--- src/rtl/iomem_timer.sv ---
// Prescaled 32-bit timer with compare match and interrupt, mapped as a responder
// on the picosoc iomem bus. Single-cycle registered ack; byte-strobed writes.
module iomem_timer #(
    parameter logic [31:0]           BASE_ADDR      = 32'h0300_0000,
    parameter int                    PRESCALE_W     = 16,
    parameter logic [PRESCALE_W-1:0] PRESCALE_RESET = '0
) (
    input  logic        clk,
    input  logic        resetn,
    input  logic        iomem_valid,
    output logic        iomem_ready,
    input  logic [3:0]  iomem_wstrb,
    input  logic [31:0] iomem_addr,
    input  logic [31:0] iomem_wdata,
    output logic [31:0] iomem_rdata,
    output logic        irq
);

    localparam logic [7:0] OFF_CTRL     = 8'h00;
    localparam logic [7:0] OFF_PRESCALE = 8'h04;
    localparam logic [7:0] OFF_COUNT    = 8'h08;
    localparam logic [7:0] OFF_COMPARE  = 8'h0C;
    localparam logic [7:0] OFF_STATUS   = 8'h10;

    logic                  ready_reg,       ready_next;
    logic [31:0]           rdata_reg,       rdata_next;
    logic                  en_reg,          en_next;
    logic                  auto_reload_reg, auto_reload_next;
    logic                  irq_en_reg,      irq_en_next;
    logic [PRESCALE_W-1:0] prescale_reg,    prescale_next;
    logic [PRESCALE_W-1:0] presc_cnt_reg,   presc_cnt_next;
    logic [31:0]           count_reg,       count_next;
    logic [31:0]           compare_reg,     compare_next;
    logic                  match_reg,       match_next;

    logic                  sel;
    logic [7:0]            offset;
    logic                  bus_wr;
    logic                  wr_ctrl, wr_prescale, wr_count, wr_compare, wr_status;
    logic [31:0]           byte_mask;
    logic [PRESCALE_W-1:0] presc_mask;
    logic                  tick;
    logic                  hit;
    logic [31:0]           rd_mux;

    assign sel    = iomem_valid && (iomem_addr[31:8] == BASE_ADDR[31:8]);
    assign offset = iomem_addr[7:0];

    // Writes land on the edge that closes the ready cycle; valid is still held then.
    assign bus_wr      = ready_reg && sel && (iomem_wstrb != 4'b0000);
    assign wr_ctrl     = bus_wr && (offset == OFF_CTRL);
    assign wr_prescale = bus_wr && (offset == OFF_PRESCALE);
    assign wr_count    = bus_wr && (offset == OFF_COUNT);
    assign wr_compare  = bus_wr && (offset == OFF_COMPARE);
    assign wr_status   = bus_wr && (offset == OFF_STATUS);

    generate
        for (genvar gi = 0; gi < 4; gi++) begin : g_byte_mask
            assign byte_mask[gi*8 +: 8] = {8{iomem_wstrb[gi]}};
        end
    endgenerate

    assign presc_mask = byte_mask[PRESCALE_W-1:0];

    // >= rather than == so that shrinking PRESCALE below the running count still ticks.
    assign tick = en_reg && (presc_cnt_reg >= prescale_reg);
    assign hit  = tick && (count_reg == compare_reg);

    always_comb begin
        rd_mux = '0;
        case (offset)
            OFF_CTRL:     rd_mux = {29'd0, irq_en_reg, auto_reload_reg, en_reg};
            OFF_PRESCALE: rd_mux = 32'(prescale_reg);
            OFF_COUNT:    rd_mux = count_reg;
            OFF_COMPARE:  rd_mux = compare_reg;
            OFF_STATUS:   rd_mux = {31'd0, match_reg};
            default:      rd_mux = '0;
        endcase
    end

    always_comb begin
        ready_next       = sel && !ready_reg;
        rdata_next       = (sel && !ready_reg) ? rd_mux : '0;
        en_next          = en_reg;
        auto_reload_next = auto_reload_reg;
        irq_en_next      = irq_en_reg;
        prescale_next    = prescale_reg;
        presc_cnt_next   = presc_cnt_reg;
        count_next       = count_reg;
        compare_next     = compare_reg;
        match_next       = match_reg;

        if (!en_reg) begin
            presc_cnt_next = '0;
        end else if (tick) begin
            presc_cnt_next = '0;
        end else begin
            presc_cnt_next = presc_cnt_reg + 1'b1;
        end

        if (tick) begin
            if (hit) begin
                if (auto_reload_reg) begin
                    count_next = '0;
                end else begin
                    en_next = 1'b0;
                end
            end else begin
                count_next = count_reg + 32'd1;
            end
        end

        // Bus writes are applied after the timer update so they take priority.
        if (wr_ctrl && iomem_wstrb[0]) begin
            en_next          = iomem_wdata[0];
            auto_reload_next = iomem_wdata[1];
            irq_en_next      = iomem_wdata[2];
        end
        if (wr_prescale) begin
            prescale_next = (prescale_reg & ~presc_mask) | (iomem_wdata[PRESCALE_W-1:0] & presc_mask);
        end
        if (wr_count) begin
            count_next = (count_reg & ~byte_mask) | (iomem_wdata & byte_mask);
        end
        if (wr_compare) begin
            compare_next = (compare_reg & ~byte_mask) | (iomem_wdata & byte_mask);
        end
        if (wr_status && iomem_wstrb[0] && iomem_wdata[0]) begin
            match_next = 1'b0;
        end

        // A fresh match outranks a simultaneous clear.
        if (hit) begin
            match_next = 1'b1;
        end
    end

    always_ff @(posedge clk or negedge resetn) begin
        if (!resetn) begin
            ready_reg       <= 1'b0;
            rdata_reg       <= '0;
            en_reg          <= 1'b0;
            auto_reload_reg <= 1'b0;
            irq_en_reg      <= 1'b0;
            prescale_reg    <= PRESCALE_RESET;
            presc_cnt_reg   <= '0;
            count_reg       <= '0;
            compare_reg     <= '0;
            match_reg       <= 1'b0;
        end else begin
            ready_reg       <= ready_next;
            rdata_reg       <= rdata_next;
            en_reg          <= en_next;
            auto_reload_reg <= auto_reload_next;
            irq_en_reg      <= irq_en_next;
            prescale_reg    <= prescale_next;
            presc_cnt_reg   <= presc_cnt_next;
            count_reg       <= count_next;
            compare_reg     <= compare_next;
            match_reg       <= match_next;
        end
    end

    assign iomem_ready = ready_reg;
    assign iomem_rdata = rdata_reg;
    assign irq         = match_reg & irq_en_reg;

endmodule
--- config.mk ---
export PLATFORM = sky130hd
export DESIGN_NAME = iomem_timer
export DESIGN_NICKNAME = d
export VERILOG_FILES = /design/src/rtl/iomem_timer.sv
export SDC_FILE = /design/constraint.sdc
export NUM_CORES = 1
export LEC_CHECK = 0
export BUFFER_PORTS_ARGS = -buffer_cell sky130_fd_sc_hd__clkbuf_2
export CAP_MARGIN = 20
export CELL_PAD_IN_SITES_DETAIL_PLACEMENT = 0
export CELL_PAD_IN_SITES_GLOBAL_PLACEMENT = 1
export CORE_MARGIN = 5
export CORE_UTILIZATION = 40
export CTS_BUF_LIST = sky130_fd_sc_hd__clkbuf_16
export DETAILED_ROUTE_END_ITERATION = 6
export PLACE_DENSITY_LB_ADDON = 0.1
export SLEW_MARGIN = 5
export SYNTH_ARGS = -nofsm -noshare
export SYNTH_HDL_FRONTEND = slang
export SYNTH_SLANG_ARGS = --single-unit
export TNS_END_PERCENT = 20
--- constraint.sdc ---
create_clock -name clk -period 2.75 [get_ports clk]
set_clock_uncertainty 0.2 [all_clocks]
set_input_delay 0.1375 -clock clk [delete_from_list [all_inputs] [get_ports clk]]
set_output_delay 0.1375 -clock clk [all_outputs]
set_load 0.005 [all_outputs]
==> reports/results.ini <==
[synthesis]
synth_top_area_cell = dfrtp_1
synth_top_area_frac = 0.452
ys_seq_area_frac = 0.452
synthesis.area_um2 = 7360
ys_ff_latch = 133
syn_nets = 837
ys_top_cells_by_count = 133 x dfrtp_1, 75 x nand2_1, 62 x nor2_1
syn_inst = 748
synthTopCellsByArea = dfrtp_1 45%, mux2_2 7.5%, xnor2_1 4.5%, nand2_1 3.8%, a21o_1 3.5%
synthArstFlopShare = 1.00
synth_edf_count = 0
synth_most_common_cell = dfrtp_1
yosys_warnings = 0
avgSynthCellArea_um2 = 9.84
synth_ff_type = dfrtp_1
synth_cell_type_count = 56

[worst_hold_path]
min-delay-path-class = input port to async pin

[die]
initial_core_util = 0.408
dieArea_um2 = 21200
rows = 49
placeableCoreArea_um2 = 18000
ios = 105
die_x_um = 146
die-height_um = 146

[pwr]
peakVddDrop_uv = 405
p_leak_uw = 0.00488
power.density_nw_per_um2 = 424

[finish]
drive_gt1_frac = 0.379
diodes = 0
syn2layout_area_growth_pct = 41.2
final_cells = 1229
finalNetCount = 1076
fillers = 1623

[cts]
cts-root-buf = clkbuf_16
clkSinkCount = 133
tritoncts.num_buffers = 17
cts_tree = yes
htree_levels = 4
clk_pin_slew_worst_paths_ns = 0.06
clockBufferDepth = 2
clk-insertion-delay-late_ns = 0.43

[sta]
slew_violations = 0
rsz0062_at_grt = yes
fin_ws_ns = -0.149
finalSetupViolations = 28
fin_crit_sh = 1.05
slew_headroom = 0.636
fin_crit_ns = 2.90
hold-worst-slack_ns = -0.00180
fmaxAchievable_mhz = 345
hold_viol = 2
tightestPinTransition_ns = 0.546
setup_tns_ns = -1.98

[status]
violations = hold timing, setup timing
outcome = complete, but fails checks

[place]
dp.cells = 1143
portBuffers = 104
place_congestion = 0.899
pre_cts_ws_ns = -0.264
dpl.hpwl_um = 17200

[worst_setup_path]
cp_slowest_cell = dfrtp_2
cpPeakStageDelay_ns = 0.42
cp.depth = 10
end_kind = flop
cp_max_fo = 7
r2r_setup_slack_ns = -0.15
crit_arrival_ns = 3.01
path_delay_family = compound AO/OA/AOI/OAI gates
critical_path_class = flop to flop
rr_worst_depth = 10
start_kind = flop
crit_path_start = presc_cnt_reg[7]
rr_startpoint = presc_cnt_reg[7]
crit_chain = ha_4 > nand4_1 > or3_1 > a221o_1 > a31oi_4 > a21oi_2 > buf_6 > buf_6 > a21o_1 > a221o_1
worst-path-buf-inv = 2
worst_ep_required_time_ns = 2.86

[global_route]
grt_pass1_vias = 7084
grt-ovfl-total = 0
grt_pass1_wl_um = 37700
grt_antenna_before_repair = 0
grt_max_degree = 53
grt_usage = 0.220

[detailed_routing]
dr.pass1.iters = 5
drcViolationCount = 0
drtIter0Drc = 392
drt-vias-per-instance = 5.44
wirelength_um = 23200
ant_nets = 0
wl_per_cell_um = 18.9
routed-via-count = 6682

[run]
maxCapViolations = 0

-- power breakdown --
| group | switching (uW) | leakage, uW | internal [uW] |
|---|---|---|---|
| Clock | 921 | 0.000269 | 1340 |
| Combinational | 105 | 0.00279 | 87.1 |
| Sequential | 0.000000556 | 0.00182 | 1960 |
| Total | 1030 | 0.00488 | 3380 |
-- stage by stage --
stage	instance area, um^2	util	power [uW]
after CTS	10100	0.558	4460
after global placement	8870	0.492	2150
after global routing	10400	0.577	4560
after floorplan	7420	-	2020
after detailed placement	8870	0.492	2150
final	10400	0.577	4410
-- worst min path at each step --
stage | start | end | slack [ns] | cells after the start
after floorplan | resetn | async pin | -0.36 | 0
after global placement | resetn | iomem_rdata[1] | -0.13 | 1
after detailed placement | resetn | iomem_rdata[1] | -0.12 | 1
after CTS | resetn | async pin | 0.008 | 2
after global routing | resetn | auto_reload_reg | 0.04 | 2
final | resetn | async pin | -0.002 | 2
-- routing by layer --
metal / global-route usage / part of all wire / vias up
met5: 0 / 0 / -
met3: 0.0442 / 0.037 / 47
met2: 0.365 / 0.50 / 169
li1: - / - / 3195
met1: 0.284 / 0.44 / 3271
met4: 0.0816 / 0.026 / 0
-- final cells by class --
type | instances | area [um^2] | area share
inverters | 29 | 109 | 0.0105
flip-flops and latches | 133 | 3330 | 0.320
multi-input cells | 539 | 4120 | 0.397
clock inverters | 15 | 156 | 0.0150
well taps | 229 | 287 | 0.0276
repair buffers | 267 | 1970 | 0.189
clock buffers | 17 | 425 | 0.0409
-- kinds of logic (layout without fill, tap and decap cells) --
group	count (synthesis)	in the layout	share of synthesized area
adders and majority gates	18	18	0.0306
muxes	51	51	0.0777
and+or+nand+nor	258	258	0.177
DFF	133	133	0.452
buffers and inverters	77	328	0.0456
AOI/OAI and AO/OA	165	166	0.162
xor gates and xnor gates	46	46	0.0547
-- what timing repair did --
| action | in CTS | in global routing |
|---|---|---|
| hold endpoints to repair | 218 | 0 |
| resized for setup | 44 | 44 |
| hold buffers | 36 | 0 |
| endpoints found under the setup margin | 31 | 32 |
| pin swaps | 16 | 18 |
| buffers inserted | 9 | 7 |
| gates cloned | 2 | 0 |
-- cells in the final DEF (no fill, tap or decap), drive strengths merged, types with 18 or more instances in the layout --
master	netlist	final
dfrtp	133	133
mux2	49	49
buf	12	128
inv	29	32
ha	18	18
a22oi	34	34
nand4	27	27
nor2	62	62
o21ai	33	33
a21o	34	34
dlygate4sd3	0	36
clkbuf	36	120
nand2	79	79
xnor2	38	38
nand3	20	20
Power figures use the tool's default switching activity.
